File: src/rtl/keypad_scanner_if.sv
// -----------------------------------------------------------------------------
// keypad_scanner_if
//   Groups the key-matrix pins and the debounced key outputs of keypad_scanner.
//   master : the scanner (samples rows, drives columns and key outputs)
//   slave  : the matrix / consumer side (drives rows, observes everything else)
// Signals
//   row_in    [3:0]  matrix rows, active-low, asynchronous to sysclk
//   col_out   [3:0]  column drive, active-low, one-hot-low
//   key       [3:0]  debounced key code, 0 = none, 1..13 = pressed key
//   key_valid        1 when key != 0
//   key_event        one-cycle pulse on every key change (and auto-repeat)
// -----------------------------------------------------------------------------
interface keypad_scanner_if;
   logic [3:0] row_in;
   logic [3:0] col_out;
   logic [3:0] key;
   logic       key_valid;
   logic       key_event;

   modport master (
      input  row_in,
      output col_out,
      output key,
      output key_valid,
      output key_event
   );

   modport slave (
      output row_in,
      input  col_out,
      input  key,
      input  key_valid,
      input  key_event
   );
endinterface

File: src/rtl/keypad_scanner.sv
// -----------------------------------------------------------------------------
// keypad_scanner
//   Scans a 4x4 active-low key matrix one column at a time, accumulates a
//   full-matrix frame, and debounces the lowest pressed mapped key (positions
//   0..12, reported as code p+1). The key code feeds the tone generator; it
//   stays steady while a key is held and returns to 0 on release.
// Ports
//   sysclk      system clock
//   reset       synchronous, active-high reset
//   kp.row_in   matrix rows, active-low, asynchronous (2-FF synchronised here)
//   kp.col_out  column drive, active-low, exactly one bit low
//   kp.key      debounced key code
//   kp.key_valid  key != 0, registered alongside key
//   kp.key_event  one-cycle pulse whenever key changes
// Parameters
//   SCAN_DIV        sysclk cycles per column step (>= 4)
//   DEBOUNCE_SCANS  identical consecutive frames required before key updates (1..15)
//   REPEAT_FRAMES   frames between auto-repeat key_event pulses
// Configuration
//   KEYPAD_REPEAT_EN  when defined, a held key re-pulses key_event every
//                     REPEAT_FRAMES frames; when undefined no repeat logic exists.
// -----------------------------------------------------------------------------
module keypad_scanner #(
   parameter int SCAN_DIV       = 25000,
   parameter int DEBOUNCE_SCANS = 8,
   parameter int REPEAT_FRAMES  = 32
) (
   input  logic             sysclk,
   input  logic             reset,
   keypad_scanner_if.master kp
);

   localparam int               DIV_W       = $clog2(SCAN_DIV);
   localparam logic [DIV_W-1:0] DIV_LAST    = DIV_W'(SCAN_DIV - 1);
   localparam logic [3:0]       DEB_N       = 4'(DEBOUNCE_SCANS);
   localparam logic [15:0]      MAPPED_MASK = 16'h1FFF;

   if (SCAN_DIV < 4) begin : g_bad_scan_div
      $error("keypad_scanner: SCAN_DIV must be >= 4");
   end
   if (DEBOUNCE_SCANS < 1 || DEBOUNCE_SCANS > 15) begin : g_bad_debounce
      $error("keypad_scanner: DEBOUNCE_SCANS must be in 1..15");
   end
   if (REPEAT_FRAMES < 1) begin : g_bad_repeat
      $error("keypad_scanner: REPEAT_FRAMES must be >= 1");
   end

   // Saturating increment of the stable-frame counter.
   function automatic logic [3:0] sat_inc(input logic [3:0] cnt);
      return (cnt >= DEB_N) ? DEB_N : 4'(cnt + 4'd1);
   endfunction

   // Lowest pressed mapped position as code p+1; unmapped 13..15 are masked off.
   function automatic logic [3:0] lowest_code(input logic [15:0] map);
      logic [15:0] m;
      logic [3:0]  code;
      m    = map & MAPPED_MASK;
      code = 4'd0;
      for (int i = 15; i >= 0; i--) begin
         if (m[i]) code = 4'(i + 1);
      end
      return code;
   endfunction

   logic [3:0]       row_meta_q, row_meta_d;
   logic [3:0]       row_sync_q, row_sync_d;
   logic [DIV_W-1:0] div_cnt_q,  div_cnt_d;
   logic [1:0]       col_idx_q,  col_idx_d;
   logic [3:0]       col_out_q,  col_out_d;
   logic [15:0]      frame_map_q, frame_map_d;
   logic [3:0]       prev_cand_q, prev_cand_d;
   logic [3:0]       stable_cnt_q, stable_cnt_d;
   logic [3:0]       key_q,       key_d;
   logic             key_valid_q, key_valid_d;
   logic             key_event_q, key_event_d;

   // Frame map including the current column's sample, and the frame-end decision.
   logic [15:0]      map_now;
   logic [3:0]       cand;
   logic [3:0]       stable_new;

`ifdef KEYPAD_REPEAT_EN
   localparam int             RPT_W    = $clog2(REPEAT_FRAMES + 1);
   localparam logic [RPT_W-1:0] RPT_LAST = RPT_W'(REPEAT_FRAMES - 1);
   logic [RPT_W-1:0] rpt_cnt_q, rpt_cnt_d;
`endif

   always_comb begin
      row_meta_d   = kp.row_in;
      row_sync_d   = row_meta_q;
      div_cnt_d    = DIV_W'(div_cnt_q + 1'b1);
      col_idx_d    = col_idx_q;
      frame_map_d  = frame_map_q;
      prev_cand_d  = prev_cand_q;
      stable_cnt_d = stable_cnt_q;
      key_d        = key_q;
      key_valid_d  = key_valid_q;
      key_event_d  = 1'b0;
      map_now      = frame_map_q;
      cand         = 4'd0;
      stable_new   = stable_cnt_q;
`ifdef KEYPAD_REPEAT_EN
      rpt_cnt_d    = rpt_cnt_q;
`endif

      if (div_cnt_q == DIV_LAST) begin
         div_cnt_d = '0;
         col_idx_d = 2'(col_idx_q + 2'd1);

         // Rows are sampled at the end of the column slot so the drive has
         // settled and the synchroniser has caught up. Stored active-high.
         for (int r = 0; r < 4; r++) begin
            map_now[{2'(r), col_idx_q}] = ~row_sync_q[r];
         end
         frame_map_d = map_now;

         if (col_idx_q == 2'd3) begin
            cand         = lowest_code(map_now);
            stable_new   = (cand == prev_cand_q) ? sat_inc(stable_cnt_q) : 4'd1;
            stable_cnt_d = stable_new;
            prev_cand_d  = cand;
            frame_map_d  = '0;

            if (stable_new == DEB_N && cand != key_q) begin
               key_d       = cand;
               key_valid_d = (cand != 4'd0);
               key_event_d = 1'b1;
            end

`ifdef KEYPAD_REPEAT_EN
            // Repeat counting only while a key is held and not changing now.
            if (key_d != key_q || key_q == 4'd0) begin
               rpt_cnt_d = '0;
            end else if (rpt_cnt_q == RPT_LAST) begin
               rpt_cnt_d   = '0;
               key_event_d = 1'b1;
            end else begin
               rpt_cnt_d = RPT_W'(rpt_cnt_q + 1'b1);
            end
`endif
         end
      end

      col_out_d = ~(4'b0001 << col_idx_d);
   end

   always_ff @(posedge sysclk) begin
      row_meta_q <= row_meta_d;
      row_sync_q <= row_sync_d;
      if (reset) begin
         div_cnt_q    <= '0;
         col_idx_q    <= 2'd0;
         col_out_q    <= 4'b1110;
         frame_map_q  <= '0;
         prev_cand_q  <= 4'd0;
         stable_cnt_q <= 4'd0;
         key_q        <= 4'd0;
         key_valid_q  <= 1'b0;
         key_event_q  <= 1'b0;
`ifdef KEYPAD_REPEAT_EN
         rpt_cnt_q    <= '0;
`endif
      end else begin
         div_cnt_q    <= div_cnt_d;
         col_idx_q    <= col_idx_d;
         col_out_q    <= col_out_d;
         frame_map_q  <= frame_map_d;
         prev_cand_q  <= prev_cand_d;
         stable_cnt_q <= stable_cnt_d;
         key_q        <= key_d;
         key_valid_q  <= key_valid_d;
         key_event_q  <= key_event_d;
`ifdef KEYPAD_REPEAT_EN
         rpt_cnt_q    <= rpt_cnt_d;
`endif
      end
   end

   assign kp.col_out   = col_out_q;
   assign kp.key       = key_q;
   assign kp.key_valid = key_valid_q;
   assign kp.key_event = key_event_q;

endmodule

File: src/flat_wrapper.sv
// flat-port wrapper written by rule: the top's interface ports become plain ports
module keypad_scanner_flat 
#(
   parameter int SCAN_DIV       = 25000,
   parameter int DEBOUNCE_SCANS = 8,
   parameter int REPEAT_FRAMES  = 32
)
  (sysclk, reset, kp_row_in, kp_col_out, kp_key, kp_key_valid, kp_key_event);
  keypad_scanner_if kp_i ();
  input  logic sysclk;
  input  logic reset;
  input wire logic [$bits(kp_i.row_in)-1:0] kp_row_in;
  output wire logic [$bits(kp_i.col_out)-1:0] kp_col_out;
  output wire logic [$bits(kp_i.key)-1:0] kp_key;
  output wire logic [$bits(kp_i.key_valid)-1:0] kp_key_valid;
  output wire logic [$bits(kp_i.key_event)-1:0] kp_key_event;
  assign kp_i.row_in = kp_row_in;
  assign kp_col_out = kp_i.col_out;
  assign kp_key = kp_i.key;
  assign kp_key_valid = kp_i.key_valid;
  assign kp_key_event = kp_i.key_event;
  keypad_scanner #(.SCAN_DIV(SCAN_DIV), .DEBOUNCE_SCANS(DEBOUNCE_SCANS), .REPEAT_FRAMES(REPEAT_FRAMES)) u_core (.sysclk(sysclk), .reset(reset), .kp(kp_i));
endmodule
File: config.mk
export PLATFORM = sky130hd
export DESIGN_NAME = keypad_scanner_flat
export DESIGN_NICKNAME = d
export VERILOG_FILES = /design/src/rtl/keypad_scanner_if.sv /design/src/rtl/keypad_scanner.sv /design/src/flat_wrapper.sv
export SDC_FILE = /design/constraint.sdc
export NUM_CORES = 1
export LEC_CHECK = 0
export ABC_AREA = 1
export ABC_CLOCK_PERIOD_IN_PS = 7350
export CAP_MARGIN = 20
export CORE_ASPECT_RATIO = 1.4
export CORE_MARGIN = 10
export CORE_UTILIZATION = 40
export CTS_BUF_LIST = sky130_fd_sc_hd__clkbuf_8 sky130_fd_sc_hd__clkbuf_16
export CTS_CLUSTER_DIAMETER = 150
export DETAILED_ROUTE_END_ITERATION = 10
export HOLD_SLACK_MARGIN = 0.12
export RECOVER_POWER = 25
export SYNTH_ARGS = -nofsm -noshare
export SYNTH_HDL_FRONTEND = slang
export SYNTH_SLANG_ARGS = --single-unit
File: constraint.sdc
create_clock -name sysclk -period 7.35 [get_ports sysclk]
set_input_delay 1.1025 -clock sysclk [delete_from_list [all_inputs] [get_ports sysclk]]
set_output_delay 1.1025 -clock sysclk [all_outputs]
set_load 0.02 [all_outputs]
After elaboration in Yosys (flattened, before gate mapping)
Cells that the tools add are included.

storage, ports and cells
  register bits = 59
  input port bits = 6
  output and inout bits = 10
  word-level logic and storage cells = 78

cells by class
  add/subtract/negate cells = 3
  order comparisons = 9
  eq/ne operators = 5
  shifts and indexed selects = 1
  mux-type cells = 32
  bitwise logic cells = 7
  reductions and logical operators = 10

operators by type and width
  operator                                                           count
  two-way mux 4 bit                                                  17
  bitwise mux 16 bit                                                 4
  two-way mux 16 bit                                                 1
  adder 15 x 1 -> 15 bit, second input constant                      1
  == test 15 bit, second input constant                              1
  < comparator 4 x 5 -> 1 bit, second input constant                 2
  demux 1 bit (select 2 bit)                                         4
  greater-or-equal comparator 4 x 1 -> 1 bit, second input constant  2
  NOT 1 bit                                                          6
  logical AND 1 bit                                                  5
  < comparator 2 x 5 -> 1 bit, second input constant                 1
  < comparator 3 x 5 -> 1 bit, second input constant                 1
  two-way mux 1 bit                                                  5
  adder 4 x 1 -> 4 bit, second input constant                        1
  == test 4 bit                                                      1
  == test 4 bit, second input constant                               1
  greater-or-equal comparator 4 bit, second input constant           1
  inequality test 4 bit                                              1
  NOT 4 bit                                                          1
  nonzero test 4 bit                                                 1
  << shifter 1 x 2 -> 4 bit, first input constant                    1
  greater-or-equal comparator 3 x 1 -> 1 bit, second input constant  1
  AND reduction 3 bit                                                1
  OR reduction 3 bit                                                 1
  other kinds (6)                                                    6

Longest topological paths before layout
  depth in word-level cells = 28
  gate-level depth with buffers = 25
  gate-level depth less buffers = 25

Least setup slack after synthesis
Ideal clock, no wire load.

  path type = register to register
  start = register u_core.col_idx_q[0]
  end = register u_core.key_q[1], in the netlist u_core.kp.key[1]
  arrival time = 2.240 ns
  required time = 7.237 ns
  path slack = 4.997 ns
  stages on the path, launching flop included = 17
  path buffers = 0
  clock period less this slack = 2.353 ns
  path through = dfxtp_1 inv_1 ha_1 o21ai_0 and2_1 nand2_2 nor2_2 nand2_4 xnor2_1 inv_1 nand2_2 nor2_4 nand4_2 nor2_4 nand2_1 nor2_1 nor2_1

on the way
  longest elaborated chain between the ends = 25
  elaborated cells on any way between the ends = 46
  those cells by class = 8 x order compare; 4 x eq/ne; 28 x mux; 6 x reduce/logical

RTL lines
  item                                                                                                                    RTL line                                     RTL
  from (decl)                                                                                                             keypad_scanner.sv:68                         logic [1:0] col_idx_q, col_idx_d;
  from (signal assigned)                                                                                                  keypad_scanner.sv:165                        col_idx_q <= col_idx_d;
  < comparator 4 x 5 -> 1 bit (not written as such) / greater-or-equal comparator 4 x 1 -> 1 bit (equally long branches)  keypad_scanner.sv:113                        map_now[{2'(r), col_idx_q}] = ~row_sync_q[r];
  logical AND 1 bit (not written as such)                                                                                 keypad_scanner.sv:113
  two-way mux 1 bit (not written as such)                                                                                 keypad_scanner.sv:113
  demux 1 bit (select 2 bit)                                                                                              -
  bitwise mux 16 bit                                                                                                      keypad_scanner.sv:113
  two-way mux 4 bit / bitwise mux 16 bit (equally long branches)                                                          keypad_scanner.sv:60, keypad_scanner.sv:113
  two-way mux 4 bit (12 in a row)                                                                                         keypad_scanner.sv:60                         if (m[i]) code = 4'(i + 1);
  two-way mux 4 bit                                                                                                       keypad_scanner.sv:117                        if (col_idx_q == 2'd3) begin
  two-way mux 4 bit                                                                                                       keypad_scanner.sv:106                        if (div_cnt_q == DIV_LAST) begin
  == test 4 bit                                                                                                           keypad_scanner.sv:119                        stable_new = (cand == prev_cand_q) ? sat_inc(stable_cnt_q) : 4'd1;
  two-way mux 4 bit                                                                                                       keypad_scanner.sv:119
  == test 4 bit                                                                                                           keypad_scanner.sv:124                        if (stable_new == DEB_N && cand != key_q) begin
  logical AND 1 bit                                                                                                       keypad_scanner.sv:124
  AND reduction 3 bit (no source line)                                                                                    -
  to (signal assigned)                                                                                                    keypad_scanner.sv:170                        key_q <= key_d;
  to (decl)                                                                                                               keypad_scanner.sv:73                         logic [3:0] key_q, key_d;

Several ways; a longest one is shown, not always the timed one. The select of a mux whose other input is x is not followed.
A chain may end at the register's enable or synchronous reset.

Final worst setup path
  start = input reset
  end = register u_core.div_cnt_q[8]

on the way
  longest elaborated chain between the ends = 1

RTL lines
  item                                 RTL line               RTL
  from (decl)                          flat_wrapper.sv:11     input logic reset;
  OR reduction 2 bit (no source line)  -
  to (signal assigned)                 keypad_scanner.sv:164  div_cnt_q <= div_cnt_d;
  to (decl)                            keypad_scanner.sv:67   logic [DIV_W-1:0] div_cnt_q, div_cnt_d;

No other way between the ends.

==> results.ini <==
[status]
outcome=finished clean

[final_layout]
fin_area_sq_mm=0.00285
antenna_cells=0
fin_nets=371
area_growth_pct=12.9
n_fill_cell=641
drive_above_1_share=0.0836

[clock_network]
cts_resized=0
cts_hold_buffers=0
numCtsBuffers=5
clkTransAtPathRegs_ns=0.09
cts.sinks=56
cts_tree=done
cts_setup_buffers=0
clkLatencyLatePin_ns=0.31
max-clock-path-buffers=2
ctsHtreeMaxLevel=2
cts_root_buf=clkbuf_8

[synth]
synth.cell_area_sq_mm=0.00253
synth.avg_cell_area_sq_um=7.45
synth_compound_gate_area_share=0.107
synth_top_family_by_area=simple AND/OR/NAND/NOR gates
yosysWarnings=0
synthesis.nets=352
synth-simple-area-share=0.299
synth_edf_count=0
synthMuxAreaShare=0
yosysTopAreaCell=dfxtp_1
synthAdderAreaFrac=0.0347
synth_area_leaders=dfxtp_1 44%, nand2_1 11%, inv_1 6.8%, nor2_1 5.3%, o21ai_0 5.2%
yosysTopAreaCellShare=0.444
ys_seq_area_frac=0.444
synth_xor_area_frac=0.0312
synthArstFlopShare=0
synth_top_flop_cell=dfxtp_1
ys_ff_latch=56
synth.distinct_cells=30
synth_cells=339

[detailed_routing]
via_per_inst=4.66
drt_wl_total_mm=4.91
dr.pass1.iters=4
first_iter_violations=102
vias=2008
wl_per_cell_um=11.4
ant_nets=0
drc=0

[global_routing]
antenna_found_initial=0
grtUsageTotal=0.107
grt_pass1_vias=2016
grt_pass1_wl_mm=8.68
grt_max_degree=18
gr-total-overflow=0

[sta]
period_needed_ns=3.08
hold_viol=0
whs_ns=0.334
fin_tns_setup_ns=0
fmax_mhz=325
worst_pin_slew_ns=0.808
rsz0062_at_grt=false
fin_crit_sh=0.419
fin_ws_ns=4.27
finalMaxSlewViolations=0
relSlewSlack=0.462
setup_viol=0
clock-skew-final_ns=0.00937

[placement]
place_area_sq_mm=0.00275
io_buffers=15
dp_hpwl_mm=3.69
place.gp.congestion=0.821
post-place-ws_ns=4.49

[worst_setup_path]
crit_fanout=17
cp.arrival_ns=3.29
end_kind=flip-flop
required_ns=7.57
critPathKind=input port to flip-flop
startpoint_type=input port

[worst_hold_path]
hold_class=flip-flop to flip-flop

[floorplan]
io_pins=16
core_sq_mm=0.00617
die_height_um=114
die-area_sq_mm=0.00994
start_util=0.410
die_x_um=87.2
rows=34

[pwr]
powerDensity_mw_per_mm2=185
vdd_drop_max_mv=0.0975
p_leak_nw=1.25

[flow_run]
maxCapViolations=0

final cells by class:
type	count	area [sq um]	area share
multi-input cells	229	1190	0.418
flip-flops and latches	56	1120	0.393
inverters	50	188	0.0658
repair buffers	16	154	0.0539
well taps	72	90.1	0.0316
clock buffers	5	68.8	0.0241
clock inverters	3	38.8	0.0136
stage by stage:
| step | total power [mW] | instances | util |
|---|---|---|---|
| final | 0.527 | 431 | 0.462 |
| after global routing | 0.547 | 431 | 0.462 |
| after CTS | 0.534 | 431 | 0.463 |
| after detailed placement | 0.339 | 423 | 0.446 |
| after global placement | 0.339 | 423 | 0.446 |
| after floorplan | 0.333 | 339 | - |
cells in the mapped netlist, types with 4 or more instances:
library cell  count
nand2_1          75
dfxtp_1          56
inv_1            46
nor2_1           36
o21ai_0          26
nand3_1          17
a21oi_1          11
nand2_2           8
nand4_1           8
ha_1              7
xor2_1            7
nor3_1            6
nor3b_1           4
o21ai_1           4
layer usage:
layer  vias up  GRT usage  wire, um
met2        16      0.193      2570
li1       1113          -         -
met3         9     0.0307       167
met1       870      0.111      2070
met5         -          0         0
met4         0     0.0448       104
logic make-up (layout without fill, tap and decap cells):
logic type / after synthesis / in the layout
AOI/OAI and AO/OA: 49 / 49
xor gates and xnor gates: 9 / 9
adders and majority gates: 7 / 7
buffers and inverters: 54 / 74
DFF: 56 / 56
and+or+nand+nor: 164 / 164
flip-flops by register name (all words and copies together) (netlist names):
name	flops
u_core.col_idx_q	2
u_core.div_cnt_q	15
u_core.frame_map_q	13
u_core.kp.col_out	4
u_core.kp.key	4
u_core.kp.key_event	1
u_core.kp.key_valid	1
u_core.prev_cand_q	4
u_core.row_meta_q	4
u_core.row_sync_q	4
u_core.stable_cnt_q	4
power by group:
part	switching [mW]	total (mW)	internal (mW)
Clock	0.0959	0.196	0.0999
Combinational	0.0140	0.0219	0.00792
Sequential	0.00239	0.309	0.307
worst max-delay path, stage by stage:
cell	delay, ns
dlygate4sd3_1	0.66
nor2_1	0.13
clkbuf_1	0.62
clkinv_1	0.47
nor3b_1	0.30
worst paths after layout:
check                            start                    to  slack, ns  cells after the start
setup / recovery                 reset   u_core.div_cnt_q[8]       4.27                      5
hold / removal    u_core.row_meta_q[3]  u_core.row_sync_q[3]       0.33                      0
hold reg to reg   u_core.row_meta_q[3]  u_core.row_sync_q[3]       0.33                      0
setup reg to reg   u_core.col_idx_q[0]      u_core.kp.key[2]       4.66                     16
layout by cell type, fill, tap and decap left out, drive strengths merged:
cell / count
a211oi: 1
nor3b: 4
a21oi: 12
and2: 2
o21ai: 33
clkinv: 2
ha: 7
dfxtp: 56
nor2: 40
nand2: 85
o21a: 2
clkbuf: 6
nand4: 9
inv: 50
dlygate4sd3: 5
bufinv: 1
nor3: 6
nand3: 18
o221ai: 1
clkdlybuf4s50: 10
xor2: 7
xnor2: 2
(Power assumes the default switching activity.)
